<file path="config.mk">
export PLATFORM = sky130hd
export DESIGN_NAME = cnt_sequencer_flat
export DESIGN_NICKNAME = d
export VERILOG_FILES = /design/src/rtl/cnt_sequencer_if.sv /design/src/rtl/cnt_sequencer.sv /design/src/flat_wrapper.sv
export SDC_FILE = /design/constraint.sdc
export NUM_CORES = 1
export LEC_CHECK = 0
export ABC_AREA = 1
export BUFFER_PORTS_ARGS = -buffer_cell sky130_fd_sc_hd__buf_2
export CORE_UTILIZATION = 58
export CTS_BUF_LIST = sky130_fd_sc_hd__clkbuf_4 sky130_fd_sc_hd__clkbuf_8
export DETAILED_ROUTE_END_ITERATION = 10
export PLACE_DENSITY = 0.89
export SLEW_MARGIN = 25
export SYNTH_ARGS = -nofsm -noshare
export SYNTH_HDL_FRONTEND = slang
export SYNTH_SLANG_ARGS = --single-unit
</file>
<file path="constraint.sdc">
create_clock -name clk -period 3.2 [get_ports clk]
set_input_delay 0.16 -clock clk [delete_from_list [all_inputs] [get_ports clk]]
set_output_delay 0.16 -clock clk [all_outputs]
set_load 0.01 [all_outputs]
</file>
<file path="src/rtl/cnt_sequencer_if.sv">
// cnt_sequencer_if: bundles the command handshake and the down-counter control
// signals of cnt_sequencer.
//   Command side : start, load_val, div_steps, abort, clear (to sequencer)
//                  ready, busy, done, dec_count, error     (from sequencer)
//   Counter side : in, latch, div, dec                      (from sequencer)
//                  zero                                    (to sequencer)
// Modports: master = command issuer / counter side, slave = sequencer.
interface cnt_sequencer_if #(
    parameter int unsigned W = 8
) ();
    logic         start;
    logic [W-1:0] load_val;
    logic [2:0]   div_steps;
    logic         abort;
    logic         clear;
    logic         ready;
    logic         busy;
    logic         done;
    logic [W-1:0] dec_count;
    logic         error;
    logic [W-1:0] in;
    logic         latch;
    logic         div;
    logic         dec;
    logic         zero;

    modport master (
        output start, load_val, div_steps, abort, clear, zero,
        input  ready, busy, done, dec_count, error, in, latch, div, dec
    );

    modport slave (
        input  start, load_val, div_steps, abort, clear, zero,
        output ready, busy, done, dec_count, error, in, latch, div, dec
    );
endinterface

</file>
<file path="src/rtl/cnt_sequencer.sv">
// cnt_sequencer: accepts one command (load value + divide steps), then drives a
// loadable down-counter with one latch strobe, div_steps divide strobes and
// decrement strobes until the counter reports zero. Reports completion with the
// number of decrements issued; raises a sticky error after TIMEOUT decrements.
// Ports:
//   clk    : clock, rising edge
//   reset  : asynchronous active-low reset
//   sq_if  : cnt_sequencer_if.slave (command handshake + counter controls)
module cnt_sequencer #(
    parameter int unsigned W       = 8,
    parameter int unsigned TIMEOUT = 255
) (
    input  logic            clk,
    input  logic            reset,
    cnt_sequencer_if.slave  sq_if
);

    localparam logic [W-1:0] TimeoutW = W'(TIMEOUT);

    typedef enum logic [2:0] {
        StIdle,
        StLoad,
        StDiv,
        StDec,
        StDone,
        StErr
    } state_e;

    state_e       r_state;
    state_e       w_state_next;
    logic [W-1:0] r_in;
    logic [2:0]   r_div_rem;
    logic [W-1:0] r_dec_cnt;
    logic [W-1:0] r_dec_count;
    logic         r_error;

    logic         w_ready;
    logic         w_busy;
    logic         w_done;
    logic         w_latch;
    logic         w_div;
    logic         w_dec;
    logic         w_accept;

    assign w_accept = (r_state == StIdle) && sq_if.start && !sq_if.abort;

    // State register
    always_ff @(posedge clk or negedge reset) begin
        if (!reset) begin
            r_state <= StIdle;
        end else begin
            r_state <= w_state_next;
        end
    end

    // Next-state logic; abort overrides every transition
    always_comb begin
        w_state_next = r_state;
        if (sq_if.abort) begin
            w_state_next = StIdle;
        end else begin
            case (r_state)
                StIdle: if (sq_if.start) w_state_next = StLoad;
                StLoad: w_state_next = (r_div_rem != 3'd0) ? StDiv : StDec;
                // Last divide pulse is the one issued with one step remaining
                StDiv:  if (r_div_rem == 3'd1) w_state_next = StDec;
                StDec: begin
                    if (sq_if.zero) begin
                        w_state_next = StDone;
                    end else if (r_dec_cnt == TimeoutW) begin
                        w_state_next = StErr;
                    end
                end
                StDone: w_state_next = StIdle;
                StErr:  if (sq_if.clear) w_state_next = StIdle;
                default: w_state_next = StIdle;
            endcase
        end
    end

    // Output decode from registered state; dec also gates on zero and timeout
    always_comb begin
        w_ready = 1'b0;
        w_busy  = 1'b0;
        w_done  = 1'b0;
        w_latch = 1'b0;
        w_div   = 1'b0;
        w_dec   = 1'b0;
        case (r_state)
            StIdle: w_ready = 1'b1;
            StLoad: begin
                w_busy  = 1'b1;
                w_latch = 1'b1;
            end
            StDiv: begin
                w_busy = 1'b1;
                w_div  = 1'b1;
            end
            StDec: begin
                w_busy = 1'b1;
                w_dec  = !sq_if.zero && (r_dec_cnt != TimeoutW);
            end
            StDone: begin
                w_busy = 1'b1;
                w_done = 1'b1;
            end
            default: ;
        endcase
    end

    // Datapath: captured command, step counters, result and sticky error
    always_ff @(posedge clk or negedge reset) begin
        if (!reset) begin
            r_in        <= '0;
            r_div_rem   <= 3'd0;
            r_dec_cnt   <= '0;
            r_dec_count <= '0;
            r_error     <= 1'b0;
        end else begin
            if (w_accept) begin
                r_in      <= sq_if.load_val;
                r_div_rem <= sq_if.div_steps;
                r_dec_cnt <= '0;
            end
            if (w_div) begin
                r_div_rem <= r_div_rem - 3'd1;
            end
            if (w_dec) begin
                r_dec_cnt <= r_dec_cnt + W'(1);
            end
            // Result is loaded on entry so it is valid alongside done
            if (w_state_next == StDone) begin
                r_dec_count <= r_dec_cnt;
            end
            if ((r_state == StErr) && sq_if.clear && !sq_if.abort) begin
                r_error <= 1'b0;
            end else if (w_state_next == StErr) begin
                r_error <= 1'b1;
            end
        end
    end

    assign sq_if.ready     = w_ready;
    assign sq_if.busy      = w_busy;
    assign sq_if.done      = w_done;
    assign sq_if.latch     = w_latch;
    assign sq_if.div       = w_div;
    assign sq_if.dec       = w_dec;
    assign sq_if.in        = r_in;
    assign sq_if.dec_count = r_dec_count;
    assign sq_if.error     = r_error;

endmodule

</file>
<file path="src/flat_wrapper.sv">
// flat-port wrapper written by rule: the top's interface ports become plain ports
module cnt_sequencer_flat 
#(
    parameter int unsigned W       = 8,
    parameter int unsigned TIMEOUT = 255
)
  (clk, reset, sq_if_start, sq_if_load_val, sq_if_div_steps, sq_if_abort, sq_if_clear, sq_if_zero, sq_if_ready, sq_if_busy, sq_if_done, sq_if_dec_count, sq_if_error, sq_if_in, sq_if_latch, sq_if_div, sq_if_dec);
  cnt_sequencer_if #(.W(W)) sq_if_i ();
  input  logic clk;
  input  logic reset;
  input wire logic [$bits(sq_if_i.start)-1:0] sq_if_start;
  input wire logic [$bits(sq_if_i.load_val)-1:0] sq_if_load_val;
  input wire logic [$bits(sq_if_i.div_steps)-1:0] sq_if_div_steps;
  input wire logic [$bits(sq_if_i.abort)-1:0] sq_if_abort;
  input wire logic [$bits(sq_if_i.clear)-1:0] sq_if_clear;
  input wire logic [$bits(sq_if_i.zero)-1:0] sq_if_zero;
  output wire logic [$bits(sq_if_i.ready)-1:0] sq_if_ready;
  output wire logic [$bits(sq_if_i.busy)-1:0] sq_if_busy;
  output wire logic [$bits(sq_if_i.done)-1:0] sq_if_done;
  output wire logic [$bits(sq_if_i.dec_count)-1:0] sq_if_dec_count;
  output wire logic [$bits(sq_if_i.error)-1:0] sq_if_error;
  output wire logic [$bits(sq_if_i.in)-1:0] sq_if_in;
  output wire logic [$bits(sq_if_i.latch)-1:0] sq_if_latch;
  output wire logic [$bits(sq_if_i.div)-1:0] sq_if_div;
  output wire logic [$bits(sq_if_i.dec)-1:0] sq_if_dec;
  assign sq_if_i.start = sq_if_start;
  assign sq_if_i.load_val = sq_if_load_val;
  assign sq_if_i.div_steps = sq_if_div_steps;
  assign sq_if_i.abort = sq_if_abort;
  assign sq_if_i.clear = sq_if_clear;
  assign sq_if_i.zero = sq_if_zero;
  assign sq_if_ready = sq_if_i.ready;
  assign sq_if_busy = sq_if_i.busy;
  assign sq_if_done = sq_if_i.done;
  assign sq_if_dec_count = sq_if_i.dec_count;
  assign sq_if_error = sq_if_i.error;
  assign sq_if_in = sq_if_i.in;
  assign sq_if_latch = sq_if_i.latch;
  assign sq_if_div = sq_if_i.div;
  assign sq_if_dec = sq_if_i.dec;
  cnt_sequencer #(.W(W), .TIMEOUT(TIMEOUT)) u_core (.clk(clk), .reset(reset), .sq_if(sq_if_i));
endmodule
</file>
==> summary.md <==
| Metric | Value |
|---|---|
| Outcome | finished, final reports clean |
| Crit path DAT | 1.64 ns |
| WL final | 3000 um |
| Hold_ws | 0.0383 ns |
| Clock tree sinks | 31 |
| Worst-Margin Slew | 0.665 ns |
| Crit path time final | 1.80 ns |
| Largest family of logic cells by synthesized area | simple AND/OR/NAND/NOR gates |
| Setup Viol. Count Final | 0 |
| Achievable Freq | 557 MHz |
| Max cap viols | 0 |
| Initial antenna violation count | 0 |
| Synth Area in XOR/XNOR | under 10% |
| Worst-path clk slew | 0.08 ns |
| Hold_sp | sq_if_load_val[0] |
| Crit. End Element | output pin |
| Total CTS buffers | 5 |
| Cell count of the worst reg-to-reg path | 6 |
| Setup CP Type | flop to output pin |
| Placed instance count | 259 |
| Mapped Cells | 192 |
| Total GRT Usage | roughly a quarter |
| Detailed placer's ending HPWL | 2320 um |
| R2r endpoint | u_core.r_dec_cnt[0]$_DFFE_PN0P_ |
| RSZ-0062 raised after global routing | false |
| Final Max Tran Viols | 0 |
| CTS H-tree lvls | 2 |
| DRC | 0 |
| Root cell of the clock tree | clkbuf_4 |
| Number of global-route vias before repair | approximately 1,300 |
| Layout cells sized above 1 | a little over a quarter |
| Static leakage | around 1.0 nW |
| PwrDens | 516 nW/um^2 |
| Synth Area in Compound Gates | 6.36% |
| CTS tree | done |
| Worst Hold Class | primary input to flop |
| Post-CTS sizing | 0 |
| Layout fillers | 213 |
| Final Hold Vio Count | 0 |
| TNS Setup | 0 ns |
| Final antenna-violating net count | 0 |
| Avg Cell Area, Syn | about 8.2 um^2 |
| Synth Warn # | 0 |
| Post-Route Skew | 0.00508 ns |
| Largest net degree at the start of global routing | 32 |
| Top Ports | 40 |
| Syn Nets | 213 |
| Final period util | between 50% and 60% |
| Vias | 1,381 |
| Die Y-Extent | 54.1 um |
| Final #Nets | 258 |
| Grt ovf | 0 |
| Sequential share of the synthesized area | about 50% |
| Post-route insts no fill | 266 |
| Hold path depth | 3 |
| Die W | ~54 um |
| Mux contribution to synthesized area | 0% |
| Crit start category | flop |
| Area delta synth->final | 17.7% |
| Worst Path Required | 3.04 ns |
| Port bufs | 39 |
| Die footprint | 2920 um^2 |
| FF-to-FF Start | u_core.r_state[0]$_DFF_PN0_ |
| Wire per inst | between 10 and 15 um |
| Clk_lat worst skew | 0.31 ns |
| Post-synthesis adder-cell area fraction | 3.18% |
| Initial Util | 62.4% |
| Commonest non-fill, non-tap cell in the layout | nand2_1 |
| Reg2Reg Setup Slack | 1.48 ns |
| # diodes | 0 |
| Simple-gate share of the synthesized area | 32.9% |
| DR pass1 iterations | 4 |
| Initial DRC count | 58 |
| Slew headroom | 55.7% |
| Routed via count divided by cell count | 5.19 |
| Mapped cell area | 1570 um^2 |
| First-pass GRT wire length | approximately 5000 um |
| Post-synth cell types | 28 |
| Hold Path Sink | u_core.sq_if.in[0]$_DFFE_PN0P_ |
| Max FO, Critical Path | 8 |
| FP Rows | 18 |
| #FFs+latches synth | 31 |
| Most frequent cells in the layout | 61 x nand2_1, 39 x buf_2, 31 x dfrtp_1 |
| Clk buf depth | 2 |
| Worst vdd ir | 0.423 mV |
| GPL Wtd Cong | 0.821 |
| CORE AREA | 2520 um^2 |
-- timing repair --
| item | in CTS | in global routing |
|---|---|---|
| hold buffers | 1 | 0 |
| endpoints found under the hold margin | 31 | 0 |
| setup buffers | 0 | 0 |
-- flip-flops by register name, summed over array words and instances (netlist names) --
signal,flops
u_core.sq_if.error,1
u_core.sq_if.in,8
u_core.r_dec_cnt,8
u_core.r_state,3
u_core.r_div_rem,3
u_core.sq_if.dec_count,8
-- critical path: stages, from the launching register on --
cell	delay, ns
dfrtp_1	0.40
ha_1	0.20
nand2_2	0.09
nor2_4	0.14
nand2_2	0.08
nand2_2	0.12
clkinv_2	0.13
buf_2	0.16
-- through the flow --
step | area [um^2] | total power [mW] | utilization [%] | setup slack (ns)
after CTS | 1850 | 0.967 | 73.4 | 1.39
after floorplan | 1570 | 0.669 | - | 1.83
after global routing | 1850 | 1.04 | 73.4 | 1.29
final | 1850 | 0.955 | 73.4 | 1.40
after detailed placement | 1800 | 0.763 | 71.2 | 1.49
after global placement | 1800 | 0.756 | 71.2 | 1.55
-- layer usage --
layer | wire length [um] | part of all wire [%] | GRT usage, %
met3 | 148 | 4.9 | 9.32
met1 | 1360 | 45 | 30.8
met5 | 0 | 0 | 0
met2 | 1450 | 49 | 42.4
met4 | 35 | 1.2 | 7.69
-- synthesized netlist by cell type, drive strengths merged --
master	n	area, um^2
xor2	2	17.5
o22ai	3	18.8
a21oi	2	10.0
o221ai	1	8.76
nand3	12	77.6
nand2	66	265
nor3	2	10.0
buf	2	10.0
inv	25	96.3
nor2	18	96.3
ha	4	50.1
dfrtp	31	776
or2	1	6.26
o21ai	11	55.1
o31ai	1	7.51
nand4	9	56.3
or3	1	6.26
clkinv	1	5.00
-- worst max path at each step --
| stage | start | end | cells past startpoint |
|---|---|---|---|
| 6_report | u_core.r_dec_cnt[1]$_DFFE_PN0P_ | sq_if_dec | 7 |
| 3_5_place_dp | u_core.r_state[0]$_DFF_PN0_ | u_core.r_dec_cnt[0]$_DFFE_PN0P_ | 6 |
| 3_3_place_gp | u_core.r_state[0]$_DFF_PN0_ | u_core.r_dec_cnt[2]$_DFFE_PN0P_ | 6 |
| 4_1_cts | u_core.r_dec_cnt[0]$_DFFE_PN0P_ | sq_if_dec | 7 |
| 2_1_floorplan | u_core.r_dec_cnt[0]$_DFFE_PN0P_ | u_core.sq_if.dec_count[2]$_DFFE_PN0N_ | 10 |
| 5_1_grt | u_core.r_dec_cnt[1]$_DFFE_PN0P_ | sq_if_dec | 7 |
-- report_power, final --
part           internal (mW)  switching [mW]
logic                  0.102           0.164
registers              0.452          0.0377
clock network         0.0864           0.113
-- layout make-up --
type / count / area (um^2) / share of cell area (%)
tap: 30 / 37.5 / 2.03
clock buffer: 6 / 45.0 / 2.43
inverter: 26 / 101 / 5.48
sequential: 31 / 776 / 41.9
multi-input combinational: 133 / 686 / 37.1
timing repair buffer: 40 / 205 / 11.1
-- cells by family after synthesis --
| family | after synthesis |
|---|---|
| simple gates | 109 |
| flops | 31 |
| compound gates | 18 |
| fa+ha+maj | 4 |
| xor+xnor | 2 |
| buf+inv | 28 |
(Power assumes the default switching activity.)
